===== src/rtl/uart_tx_serializer.sv =====
// rtl/uart_tx_serializer.sv - FIFO-buffered UART transmit serializer with configurable framing
// One bit per baud_tick; config is latched at each frame start so mid-frame changes wait a frame.
module uart_tx_serializer #(
  parameter int DATA_W     = 8,
  parameter int FIFO_DEPTH = 4,
  parameter int CNT_W      = $clog2(FIFO_DEPTH + 1)
) (
  input  logic              clk,
  input  logic              rst,
  input  logic              baud_tick,
  input  logic              tx_en,
  input  logic [3:0]        data_len,
  input  logic [2:0]        parity_mode,
  input  logic              stop_bits,
  input  logic [DATA_W-1:0] in_data,
  input  logic              in_valid,
  output logic              in_ready,
  output logic              tx,
  output logic              tx_busy,
  output logic              tx_done,
  output logic [CNT_W-1:0]  fifo_count
);

  localparam int         PTR_W   = $clog2(FIFO_DEPTH);
  localparam logic [3:0] MAX_LEN = 4'(DATA_W);

  typedef enum logic [2:0] {S_IDLE, S_START, S_DATA, S_PARITY, S_STOP} state_t;

  logic [DATA_W-1:0] mem_q [FIFO_DEPTH];
  logic [PTR_W-1:0]  wr_ptr_q, wr_ptr_d;
  logic [PTR_W-1:0]  rd_ptr_q, rd_ptr_d;
  logic [CNT_W-1:0]  count_q, count_d;

  state_t            state_q;
  logic [DATA_W-1:0] shift_q;
  logic [3:0]        bit_idx_q;
  logic [3:0]        len_q;
  logic              par_en_q;
  logic              par_bit_q;
  logic              stop2_q;
  logic              stop_idx_q;
  logic              tx_q;
  logic              busy_q;
  logic              done_q;

  logic [DATA_W-1:0] head;
  logic [3:0]        eff_len;
  logic              eff_par_en;
  logic              eff_par_bit;
  logic              par_x;
  logic              push;
  logic              pop;
  logic              last_stop;
  logic              frame_end;

  assign in_ready   = (count_q != CNT_W'(FIFO_DEPTH));
  assign fifo_count = count_q;
  assign tx         = tx_q;
  assign tx_busy    = busy_q;
  assign tx_done    = done_q;

  assign head      = mem_q[rd_ptr_q];
  assign push      = in_valid && in_ready;
  assign last_stop = (state_q == S_STOP) && (!stop2_q || stop_idx_q);
  assign frame_end = baud_tick && last_stop;
  // A new frame may start from IDLE or directly out of the final stop bit.
  assign pop       = baud_tick && tx_en && (count_q != '0) &&
                     ((state_q == S_IDLE) || last_stop);

  // Effective framing for the word about to be popped.
  always_comb begin
    eff_len = data_len;
    if (data_len < 4'd5) begin
      eff_len = 4'd5;
    end else if (data_len > MAX_LEN) begin
      eff_len = MAX_LEN;
    end
    par_x = 1'b0;
    for (int i = 0; i < DATA_W; i++) begin
      if (4'(i) < eff_len) par_x = par_x ^ head[i];
    end
    eff_par_en  = 1'b1;
    eff_par_bit = 1'b0;
    case (parity_mode)
      3'b001:  eff_par_bit = par_x;
      3'b010:  eff_par_bit = ~par_x;
      3'b011:  eff_par_bit = 1'b1;
      3'b100:  eff_par_bit = 1'b0;
      default: eff_par_en  = 1'b0;
    endcase
  end

  always_comb begin
    wr_ptr_d = wr_ptr_q;
    rd_ptr_d = rd_ptr_q;
    count_d  = count_q;
    if (push) wr_ptr_d = wr_ptr_q + PTR_W'(1);
    if (pop)  rd_ptr_d = rd_ptr_q + PTR_W'(1);
    if (push && !pop) begin
      count_d = count_q + CNT_W'(1);
    end else if (pop && !push) begin
      count_d = count_q - CNT_W'(1);
    end
  end

  always_ff @(posedge clk) begin
    if (push) mem_q[wr_ptr_q] <= in_data;
  end

  always_ff @(posedge clk or posedge rst) begin
    if (rst) begin
      wr_ptr_q <= '0;
      rd_ptr_q <= '0;
      count_q  <= '0;
    end else begin
      wr_ptr_q <= wr_ptr_d;
      rd_ptr_q <= rd_ptr_d;
      count_q  <= count_d;
    end
  end

  always_ff @(posedge clk or posedge rst) begin
    if (rst) begin
      state_q    <= S_IDLE;
      shift_q    <= '0;
      bit_idx_q  <= '0;
      len_q      <= 4'd5;
      par_en_q   <= 1'b0;
      par_bit_q  <= 1'b0;
      stop2_q    <= 1'b0;
      stop_idx_q <= 1'b0;
      tx_q       <= 1'b1;
      busy_q     <= 1'b0;
      done_q     <= 1'b0;
    end else begin
      done_q <= frame_end;
      if (pop) begin
        shift_q   <= head;
        len_q     <= eff_len;
        par_en_q  <= eff_par_en;
        par_bit_q <= eff_par_bit;
        stop2_q   <= stop_bits;
        tx_q      <= 1'b0;
        busy_q    <= 1'b1;
        state_q   <= S_START;
      end else if (baud_tick) begin
        case (state_q)
          S_START: begin
            tx_q      <= shift_q[0];
            bit_idx_q <= '0;
            state_q   <= S_DATA;
          end
          S_DATA: begin
            if (bit_idx_q != len_q - 4'd1) begin
              shift_q   <= shift_q >> 1;
              tx_q      <= shift_q[1];
              bit_idx_q <= bit_idx_q + 4'd1;
            end else if (par_en_q) begin
              tx_q    <= par_bit_q;
              state_q <= S_PARITY;
            end else begin
              tx_q       <= 1'b1;
              stop_idx_q <= 1'b0;
              state_q    <= S_STOP;
            end
          end
          S_PARITY: begin
            tx_q       <= 1'b1;
            stop_idx_q <= 1'b0;
            state_q    <= S_STOP;
          end
          S_STOP: begin
            if (!last_stop) begin
              stop_idx_q <= 1'b1;
            end else begin
              busy_q  <= 1'b0;
              state_q <= S_IDLE;
            end
          end
          default: state_q <= S_IDLE;
        endcase
      end
    end
  end

endmodule


===== config.mk =====
export PLATFORM = sky130hd
export DESIGN_NAME = uart_tx_serializer
export DESIGN_NICKNAME = d
export VERILOG_FILES = /design/src/rtl/uart_tx_serializer.sv
export SDC_FILE = /design/constraint.sdc
export NUM_CORES = 1
export LEC_CHECK = 0
export CORE_MARGIN = 2
export CORE_UTILIZATION = 29
export DETAILED_ROUTE_END_ITERATION = 16
export PLACE_DENSITY = 0.5
export SLEW_MARGIN = 20
export SYNTH_ARGS = -nofsm -noshare
export SYNTH_HDL_FRONTEND = slang
export SYNTH_SLANG_ARGS = --single-unit

===== constraint.sdc =====
create_clock -name clk -period 3.5 [get_ports clk]
set_clock_uncertainty 0.2 [all_clocks]
set_input_delay 0.7 -clock clk [delete_from_list [all_inputs] [get_ports clk]]
set_output_delay 0.7 -clock clk [all_outputs]
set_load 0.02 [all_outputs]

==> results of run 1 <==
## area by class of cell
class	instances	area, sq um
well taps	136	170
multi-input cells	161	1230
repair buffers	31	300
clock inverters	7	93.8
clock buffers	9	124
flip-flops and latches	65	1790
fillers	1048	6620
inverters	11	41.3
## critical path, cell delays in order (launching register included)
cell and delay, ns:
dfrtp_1 0.70, mux4_1 0.70, xnor2_2 0.18, xnor2_1 0.19, xnor2_1 0.10, xnor2_1 0.24, mux2i_1 0.21
## logic make-up after synthesis
kind of cell | count (synthesis)
compound gates | 36
xor+xnor | 24
fa+ha+maj | 8
buf+inv | 20
flops | 65
mux | 18
simple gates | 75
## registers in the layout (all words and copies together), names as in the netlist, 2 cells and up
name	count
fifo_count	3
len_q	4
state_q	3
mem_q	32
bit_idx_q	4
shift_q	8
wr_ptr_q	2
rd_ptr_q	2
## cell usage after synthesis (2+ instances only)
master | count | area, sq um
edfxtp_1 | 32 | 961
dfrtp_1 | 30 | 751
nand2_1 | 29 | 109
o21ai_0 | 21 | 105
nor2_1 | 16 | 60.1
xnor2_1 | 13 | 114
inv_1 | 11 | 41.3
xor2_1 | 9 | 78.8
mux2i_1 | 8 | 80.1
ha_1 | 7 | 87.6
and3_1 | 6 | 37.5
clkbuf_1 | 6 | 22.5
mux4_1 | 6 | 158
nand3_1 | 5 | 25.0
nand2b_1 | 4 | 25.0
nor2b_1 | 4 | 25.0
a31oi_1 | 3 | 18.8
dfstp_2 | 3 | 78.8
mux4_2 | 3 | 67.6
nor3_1 | 3 | 15.0
a21oi_1 | 2 | 10.0
a22o_1 | 2 | 17.5
a22oi_1 | 2 | 15.0
nor3b_1 | 2 | 15.0
xnor2_2 | 2 | 32.5
## power by group through the flow
stage               Sequential [mW]  Clock (mW)  Combinational [mW]
floorplan                      1.21           0               0.963
global placement               1.29           0                1.19
detailed placement             1.29           0                1.20
CTS                            1.28       0.716                1.21
global route                   1.32       0.751                1.33
finish                         1.27       0.694                1.18
## routing by layer
metal  part of all wire (%)  GRT usage [%]
met1                     46           13.4
met2                     51           19.4
met3                    2.4           2.97
met4                   0.88           3.57
met5                      0              0
## worst max-delay path by stage
stage / startpoint / end / slack [ns]
after global placement: baud_tick / fifo_count[1]$_DFFE_PP0P_ / 0.63
after CTS: rd_ptr_q[0]$_DFFE_PP0P_ / par_bit_q$_DFFE_PP0P_ / 0.83
after detailed placement: baud_tick / fifo_count[1]$_DFFE_PP0P_ / 0.62
final: rd_ptr_q[0]$_DFFE_PP0P_ / par_bit_q$_DFFE_PP0P_ / 0.91
after floorplan: baud_tick / fifo_count[1]$_DFFE_PP0P_ / 0.75
after global routing: rd_ptr_q[0]$_DFFE_PP0P_ / par_bit_q$_DFFE_PP0P_ / 0.72
==> results.toml, run 1 <==
[synth]
synthAdderAreaFrac_pct = 3.47
async_flop_share_pct = 50.8
synth-compound-area-share_pct = 7.06
synth_edf_count = 32
synth.net_count = 275
synth_xor_area_share_pct = 7.26
syn_area_sq_um = 3100
synth_simple_gate_area_share_pct = 11.5
synth_top_family_by_area = "simple AND/OR/NAND/NOR gates"
ys_types = 42
ys_warn_count = 0
synth.mux.area_fraction_pct = 10.2
synth-seq-cells = 65
seq_area_frac_synth_pct = 57.7
synthCells = 246
avgSynthCellArea_sq_um = 12.6
ys.flop_type = "edfxtp_1"

[power_and_ir_drop]
p_comb_share_pct = 37.5
p_per_area_nw_per_um2 = 839
sequentialPowerShare_pct = 40.5
switching_share_pct = 34.4
switchingPower_mw = 1.08
p_leak_nw = 1.49
internal-power_mw = 2.06
vdd_ir_drop_max_mv = 0.283
finalPower_mw = 3.14
p_clk_share_pct = 22.1

[clock_tree]
cts_inserted_buffers = 9
clock_sink_count = 65
cts_root_buf = "clkbuf_8"
cts_tree = "yes"
cts_max_path_buffers = 2
path_clk_slew_ns = 0.07
worstSkewPairLatency_ns = 0.33
cts-resized-gates = 0
h-tree-depth = 3
hold_buffers = 0
post_cts_buffers = 0

[grt]
grt_overflow = 0
grt_usage_pct = 11.1
grt_pass1_wl_mm = 9.87
grt_max_degree = 34
antenna_found_initial = 0
grt_pass1_vias = 1986

[setup_path]
reg2reg_from = "rd_ptr_q[0]$_DFFE_PP0P_"
crit_arrival_ns = 2.64
r2r_slack_ns = 0.91
startpoint_type = "flip-flop"
cp.required_ns = 3.55
r2r_cells = 6
r2r-end = "par_bit_q$_DFFE_PP0P_"
crit_path_end_kind = "flip-flop"
critPathKind = "flip-flop to flip-flop"
crit_fanout = 11

[timing]
setup_tns_ns = 0
final-hold-violation-count = 0
rsz0062_at_grt = "no"
worst_pin_slew_ns = 0.559
fin_ws_ns = 0.912
setup_violations = 0
fin_crit_sh_pct = 73.9
relSlewSlack_pct = 62.6
holdWs_ns = 0.300
fmax_ghz = 0.386
drv_slew = 0
layout_min_cycle_time_ns = 2.59

[route]
drt-total-wl_mm = 5.77
via_per_inst = 4.47
first_pass_iters = 4
drt_iter0_drc = 51
wl_per_cell_microns = 13.7
vias = 1879
drc = 0
drt.antenna.violating_nets = 0

[finish]
layout_common_cells = "edfxtp_1 (32), dfrtp_1 (30), nand2_1 (29)"
post-route-util_pct = 36.1
drive_gt1_share_pct = 10.6
stdcell_count = 420
nets = 308
num_antenna_cells = 0
mostFrequentLayoutCell = "edfxtp_1"
syn2layout_area_growth_pct = 20.8
final_area_sq_um = 3750

[die]
rows = 37
die-height_microns = 107
dieArea_sq_um = 11500
initial_utilization_pct = 29.9
core_area_sq_um = 10400
io-pin-count = 28
dieWidth_microns = 107

[min_path]
hold_path_class = "flip-flop to flip-flop"
min_path_cells = 2
holdPathEnd = "tx$_DFFE_PP1P_"
hp-start = "tx$_DFFE_PP1P_"

[place]
dp.cells = 404
place_area_sq_um = 3530
port_buffers = 27
gp_congestion = 0.711
hpwlAfterDp_mm = 4.08
dp_slack_ns = 0.618

[run_status]
run_status = "finished, final reports clean"

[run]
timing.max_cap.violations = 0
Note: power is estimated with default switching activity, not from simulation.
==> inputs of run 2 (changes only) <==
--- a/config.mk
+++ b/config.mk
@@ -8,7 +8,7 @@
 export CORE_MARGIN = 2
 export CORE_UTILIZATION = 29
 export DETAILED_ROUTE_END_ITERATION = 16
-export PLACE_DENSITY = 0.5
+export PLACE_DENSITY = 0.51
 export SLEW_MARGIN = 20
 export SYNTH_ARGS = -nofsm -noshare
 export SYNTH_HDL_FRONTEND = slang
==> constraint.sdc (replaced) <==
create_clock -name clk -period 2.1 [get_ports clk]
set_clock_uncertainty 0.2 [all_clocks]
set_input_delay 0.42 -clock clk [delete_from_list [all_inputs] [get_ports clk]]
set_output_delay 0.42 -clock clk [all_outputs]
set_load 0.02 [all_outputs]
==> results.toml, run 2 (synthesis gave the netlist of run 1 again) <==
[run_status]
run_status = "finished, violations left"
violations = "negative setup slack"

[timing]
fin_ws_ns = -0.144
final-hold-violation-count = 0
fin_crit_sh_pct = 107
setup_violations = 6
drv_slew = 0
layout_min_cycle_time_ns = 2.24
fmax_ghz = 0.446
setup_tns_ns = -0.231
worst_pin_slew_ns = 0.432
rsz0062_at_grt = "yes"
relSlewSlack_pct = 71.2

[place]
port_buffers = 27
dp.cells = 433
gp_congestion = 0.725
hpwlAfterDp_mm = 4.33

[finish]
regMostFlops = "mem_q"
stdcell_count = 454
drive_gt1_share_pct = 29.2
nets = 343
num_antenna_cells = 0
seq_area_sq_um = 1790
n_fill_cell = 1003
multi_input_comb_area_sq_um = 1390
largest_reg_flops = 32
layout_common_cells = "edfxtp_1 (32), buf_4 (32), nand2_1 (29)"
reg.largest.list = "mem_q (32), shift_q (8)"
syn2layout_area_growth_pct = 35.7

[route]
drt_iter0_drc = 48
drt.antenna.violating_nets = 0
top_layer_used = "met4"
via_per_inst = 4.48
wl_met3_microns = 227
wl_per_cell_microns = 13.3
vias = 2036
drc = 0
met1_length_mm = 2.65
drt-total-wl_mm = 6.05
dr_wl_met2_mm = 3.10
first_pass_iters = 4

[setup_path]
crit_fanout = 5
cp.required_ns = 2.16
crit_path_start = "rd_ptr_q[0]$_DFFE_PP0P_"
slowest_stage = "mux4_2"
cpLargestDelayFamily = "multiplexers"
r2r_cells = 7
startpoint_type = "flip-flop"
endpoint = "par_bit_q$_DFFE_PP0P_"
crit_top_cell = "xnor2_1"
crit_arrival_ns = 2.30
slowest_delay_ns = 0.55
critPathKind = "flip-flop to flip-flop"
path_cells = "buf_12 -> mux4_2 -> xnor2_2 -> xnor2_1 -> xnor2_1 -> xnor2_1 -> mux2i_1"
reg2reg_from = "rd_ptr_q[0]$_DFFE_PP0P_"
r2r_slack_ns = -0.14
crit_path_end_kind = "flip-flop"
cp_num_buf_inv = 1
r2r-end = "par_bit_q$_DFFE_PP0P_"
crit_cells = 7

[clock_tree]
cts_root_buf = "clkbuf_8"
cts_tree = "yes"
h-tree-depth = 3
path_clk_slew_ns = 0.07
worstSkewPairLatency_ns = 0.34
clock_sink_count = 65
cts_max_path_buffers = 2
cts_inserted_buffers = 9
hold_buffers = 0

[die]
dieArea_sq_um = 11500
dieWidth_microns = 107
core_area_sq_um = 10400
die-height_microns = 107
io-pin-count = 28
rows = 37
initial_utilization_pct = 29.9

[power_and_ir_drop]
p_per_area_nw_per_um2 = 1420
finalPower_mw = 5.97
vdd_ir_drop_max_mv = 0.574
p_leak_nw = 1.71

[grt]
grt_pass1_wl_mm = 9.86
grt_max_degree = 34
grt_usage_pct = 11.3
grt_pass1_vias = 2061
antenna_found_initial = 0
grt_overflow = 0

[run]
timing.max_cap.violations = 0

[min_path]
hold_path_class = "input pin to async pin"
## run 2: routing by layer
metal	up-vias	GRT usage (%)
li1	1007	-
met1	993	13.4
met2	28	19.6
met3	8	3.69
met4	0	3.30
met5	-	0
## run 2: worst min-delay path by stage
| stage | from | endpoint | slack, ns | depth (start not counted) |
|---|---|---|---|---|
| 2_1_floorplan | stop2_q$_DFFE_PP0P_ | stop2_q$_DFFE_PP0P_ | 0.26 | 2 |
| 3_3_place_gp | tx$_DFFE_PP1P_ | tx$_DFFE_PP1P_ | 0.28 | 2 |
| 3_5_place_dp | tx$_DFFE_PP1P_ | tx$_DFFE_PP1P_ | 0.28 | 2 |
| 4_1_cts | rst | tx_busy$_DFFE_PP0P_ | 0.27 | 3 |
| 5_1_grt | rst | shift_q[4]$_DFFE_PP0P_ | 0.31 | 3 |
| 6_report | rst | fifo_count[0]$_DFFE_PP0P_ | 0.27 | 3 |
## run 2: final cells by class
class,instances,share of cell area [%]
Timing Repair Buffer,66,14.9
Tap cell,136,4.04
Clock buffer,9,2.94
Sequential cell,65,42.6
Multi-Input combinational cell,161,32.9
Inverter,11,0.981
Clock inverter,6,1.64
## run 2: repair_timing
item / 4_1_cts / 5_1_grt
setup buffers: 4 / 4
pin swaps: 9 / 21
endpoints found under the setup margin: 20 / 20
endpoints found under the hold margin: 0 / 0
resized for setup: 22 / 29
## run 2: through the flow
stage / area (sq um) / util [%] / worst slack (ns) / hold slack [ns]
2_1_floorplan: 3170 / - / -0.374 / 0.259
3_3_place_gp: 3850 / 37.1 / -0.504 / 0.281
3_5_place_dp: 3850 / 37.1 / -0.520 / 0.284
4_1_cts: 4120 / 39.7 / -0.170 / 0.268
5_1_grt: 4210 / 40.6 / -0.227 / 0.305
6_report: 4210 / 40.6 / -0.144 / 0.270
## run 2: worst min-delay path, delay by kind of cell
kind	cells	cell delay [ns]
buffers and inverters	3	0.82
## run 2: power breakdown
| group | switching (mW) | internal [mW] | leakage (nW) |
|---|---|---|---|
| Combinational | 1.29 | 1.59 | 0.919 |
| Sequential | 0.288 | 1.76 | 0.695 |
| Clock | 0.485 | 0.547 | 0.0957 |
==> inputs of run 3 (changes only) <==
--- a/config.mk
+++ b/config.mk
@@ -5,6 +5,7 @@
 export SDC_FILE = /design/constraint.sdc
 export NUM_CORES = 1
 export LEC_CHECK = 0
+export ABC_AREA = 1
 export CORE_MARGIN = 2
 export CORE_UTILIZATION = 29
 export DETAILED_ROUTE_END_ITERATION = 16
==> results.toml, run 3 <==
[route]
via_per_inst = 4.41
vias = 2626
drc = 0
drt.antenna.violating_nets = 0
drt_iter0_drc = 182
drt-total-wl_mm = 7.56
first_pass_iters = 4
wl_per_cell_microns = 12.7

[die]
rows = 39
dieArea_sq_um = 12500
initial_utilization_pct = 29.5
io-pin-count = 28
dieWidth_microns = 112
core_area_sq_um = 11400
die-height_microns = 112

[synth]
synth_common_cells = "nand2_1 (107), inv_1 (45), nor2_1 (37)"
ys.flop_type = "edfxtp_1"
synth_most_common_cell = "nand2_1"
synth-seq-cells = 65
async_flop_share_pct = 50.8
synth_top_area_share_pct = 28.6
seq_area_frac_synth_pct = 53.3
synthAdderAreaFrac_pct = 3.20
synth_top_area_cell = "edfxtp_1"
ys_types = 30
synth_top_family_by_area = "simple AND/OR/NAND/NOR gates"
synth_edf_count = 32
synth-compound-area-share_pct = 7.08
ys_warn_count = 0
synth_simple_gate_area_share_pct = 25.1
synth.net_count = 407
synth.mux.area_fraction_pct = 0
synth_xor_area_share_pct = 3.39
synthCells = 378
avgSynthCellArea_sq_um = 8.89
syn_area_sq_um = 3360
ys_top_cells_by_area = "edfxtp_1 (29%), dfrtp_1 (22%), nand2_1 (12%)"

[place]
hpwlAfterDp_mm = 5.12
gp_congestion = 0.795
port_buffers = 27
dp_slack_ns = -0.240

[finish]
multi_input_comb_area_sq_um = 1490
regMostFlops = "mem_q"
mostFrequentLayoutCell = "nand2_1"
n_fill_cell = 1133
nets = 476
largest_reg_flops = 32
seq_area_sq_um = 1800
reg.largest.list = "mem_q (32), shift_q (8)"
drive_gt1_share_pct = 27.7
layout_common_cells = "nand2_1 (96), inv_1 (40), edfxtp_1 (32), buf_4 (32), nor2_1 (30)"
num_antenna_cells = 0
syn2layout_area_growth_pct = 34.9

[grt]
grt_pass1_vias = 2601
antenna_found_initial = 0
use_met3_pct = 4.25
grt_max_degree = 34
use_met1_pct = 17.0
grt_overflow = 0
grt_usage_pct = 13.0
grt_busiest_layer = "met2"
use_met2_pct = 20.2
grt_pass1_wl_mm = 12.7

[setup_path]
critPathKind = "flip-flop to flip-flop"
crit_fanout = 6
r2r_cells = 11
crit_arrival_ns = 2.12
path_cells = "inv_2 -> ha_4 -> xor2_2 -> o21ai_2 -> nor2_2 -> nand2_2 -> buf_6 -> o21ai_2 -> buf_6 -> nand2_1 -> o31ai_1"
crit_path_end_kind = "flip-flop"
cp.required_ns = 2.15
slowest_stage = "dfstp_2"
slowest_delay_ns = 0.53
r2r-end = "bit_idx_q[3]$_DFFE_PP0P_"
r2r_slack_ns = 0.03
startpoint_type = "flip-flop"
reg2reg_from = "len_q[0]$_DFFE_PP1P_"

[timing]
rsz0062_at_grt = "yes"
worst_pin_slew_ns = 0.465
drv_slew = 0
setup_tns_ns = 0
fin_crit_sh_pct = 98.5
fmax_ghz = 0.483
relSlewSlack_pct = 69.0
layout_min_cycle_time_ns = 2.07
fin_ws_ns = 0.0315
final-hold-violation-count = 0
setup_violations = 0

[power_and_ir_drop]
p_leak_nw = 2.00
p_per_area_nw_per_um2 = 1470
vdd_ir_drop_max_mv = 0.667

[clock_tree]
worstSkewPairLatency_ns = 0.34
path_clk_slew_ns = 0.06
cts_inserted_buffers = 9
hold_buffers = 0
h-tree-depth = 3
cts_max_path_buffers = 2
cts_root_buf = "clkbuf_16"
clock_sink_count = 65
cts_tree = "yes"

[run]
timing.max_cap.violations = 0

[min_path]
hold_path_class = "input pin to async pin"

[run_status]
run_status = "finished, final reports clean"
## run 3: cell types whose count changed in the layout (fill, tap and decap cells not counted), moves of 9 or more
cell	before	now
inv_1	8	40
clkbuf_16	0	9
clkbuf_8	9	0
nand2_2	0	17
nor2_1	15	30
nand3_1	3	28
nand2_1	29	96
## run 3: worst max path at each step
stage,start,end,slack [ns]
5_1_grt,len_q[0]$_DFFE_PP1P_,bit_idx_q[0]$_DFFE_PP0P_,-0.10
3_3_place_gp,baud_tick,fifo_count[1]$_DFFE_PP0P_,-0.23
2_1_floorplan,state_q[0]$_DFFE_PP0P_,fifo_count[1]$_DFFE_PP0P_,-0.009
4_1_cts,len_q[0]$_DFFE_PP1P_,bit_idx_q[0]$_DFFE_PP0P_,-0.01
6_report,len_q[0]$_DFFE_PP1P_,bit_idx_q[3]$_DFFE_PP0P_,0.03
3_5_place_dp,baud_tick,fifo_count[1]$_DFFE_PP0P_,-0.24
## run 3: layout make-up
type	instances	share of cell area, %
Timing Repair Buffer	65	12.8
Clock inverter	7	1.57
Inverter	49	4.28
Tap cell	143	3.95
Clock buffer	9	4.97
Sequential cell	65	39.6
Multi-Input combinational cell	257	32.8
## run 3: worst max-delay path, delay by kind of cell, from the launching register on
kind | cells | cell delay, ns
adders and majority gates | 1 | 0.26
DFF | 1 | 0.53
AOI/OAI and AO/OA | 3 | 0.26
and+or+nand+nor | 3 | 0.26
xor gates and xnor gates | 1 | 0.14
buffers and inverters | 3 | 0.32
## run 3: cell families (layout without fill, tap and decap cells)
logic type / count (synthesis) / in the layout
buffers and inverters: 57 / 130
AO/OA/AOI/OAI: 40 / 40
AND/OR/NAND/NOR: 195 / 196
adder cells (fa/ha/maj): 8 / 8
flip-flops: 65 / 65
XOR/XNOR: 13 / 13
## run 3: routing by layer
layer	part of all wire, %	vias to the layer above	wire (microns)
li1	-	1347	-
met1	48	1235	3610
met2	48	36	3610
met3	3.4	8	256
met4	1.2	0	87
met5	0	-	0
## run 3: what timing repair did
| item | CTS | global route |
|---|---|---|
| pin swaps | 3 | 10 |
| gates cloned | 0 | 1 |
| resized for setup | 13 | 47 |
| setup endpoints to repair | 13 | 19 |
| setup buffers | 1 | 9 |
## run 3: power breakdown
part | internal (mW) | total, mW | switching [mW]
sequential | 1.77 | 2.04 | 0.269
combinational | 1.35 | 3.14 | 1.79
clock | 0.915 | 1.49 | 0.573
## run 3: metrics by stage
step	area (sq um)	total power [mW]	hold WS, ns	cells	util [%]
2_1_floorplan	3400	3.97	0.250	378	-
3_3_place_gp	3960	4.65	0.277	568	34.8
3_5_place_dp	3960	4.70	0.280	568	34.8
4_1_cts	4310	6.28	0.293	585	37.9
5_1_grt	4530	7.23	0.332	595	39.8
6_report	4530	6.67	0.277	595	39.8
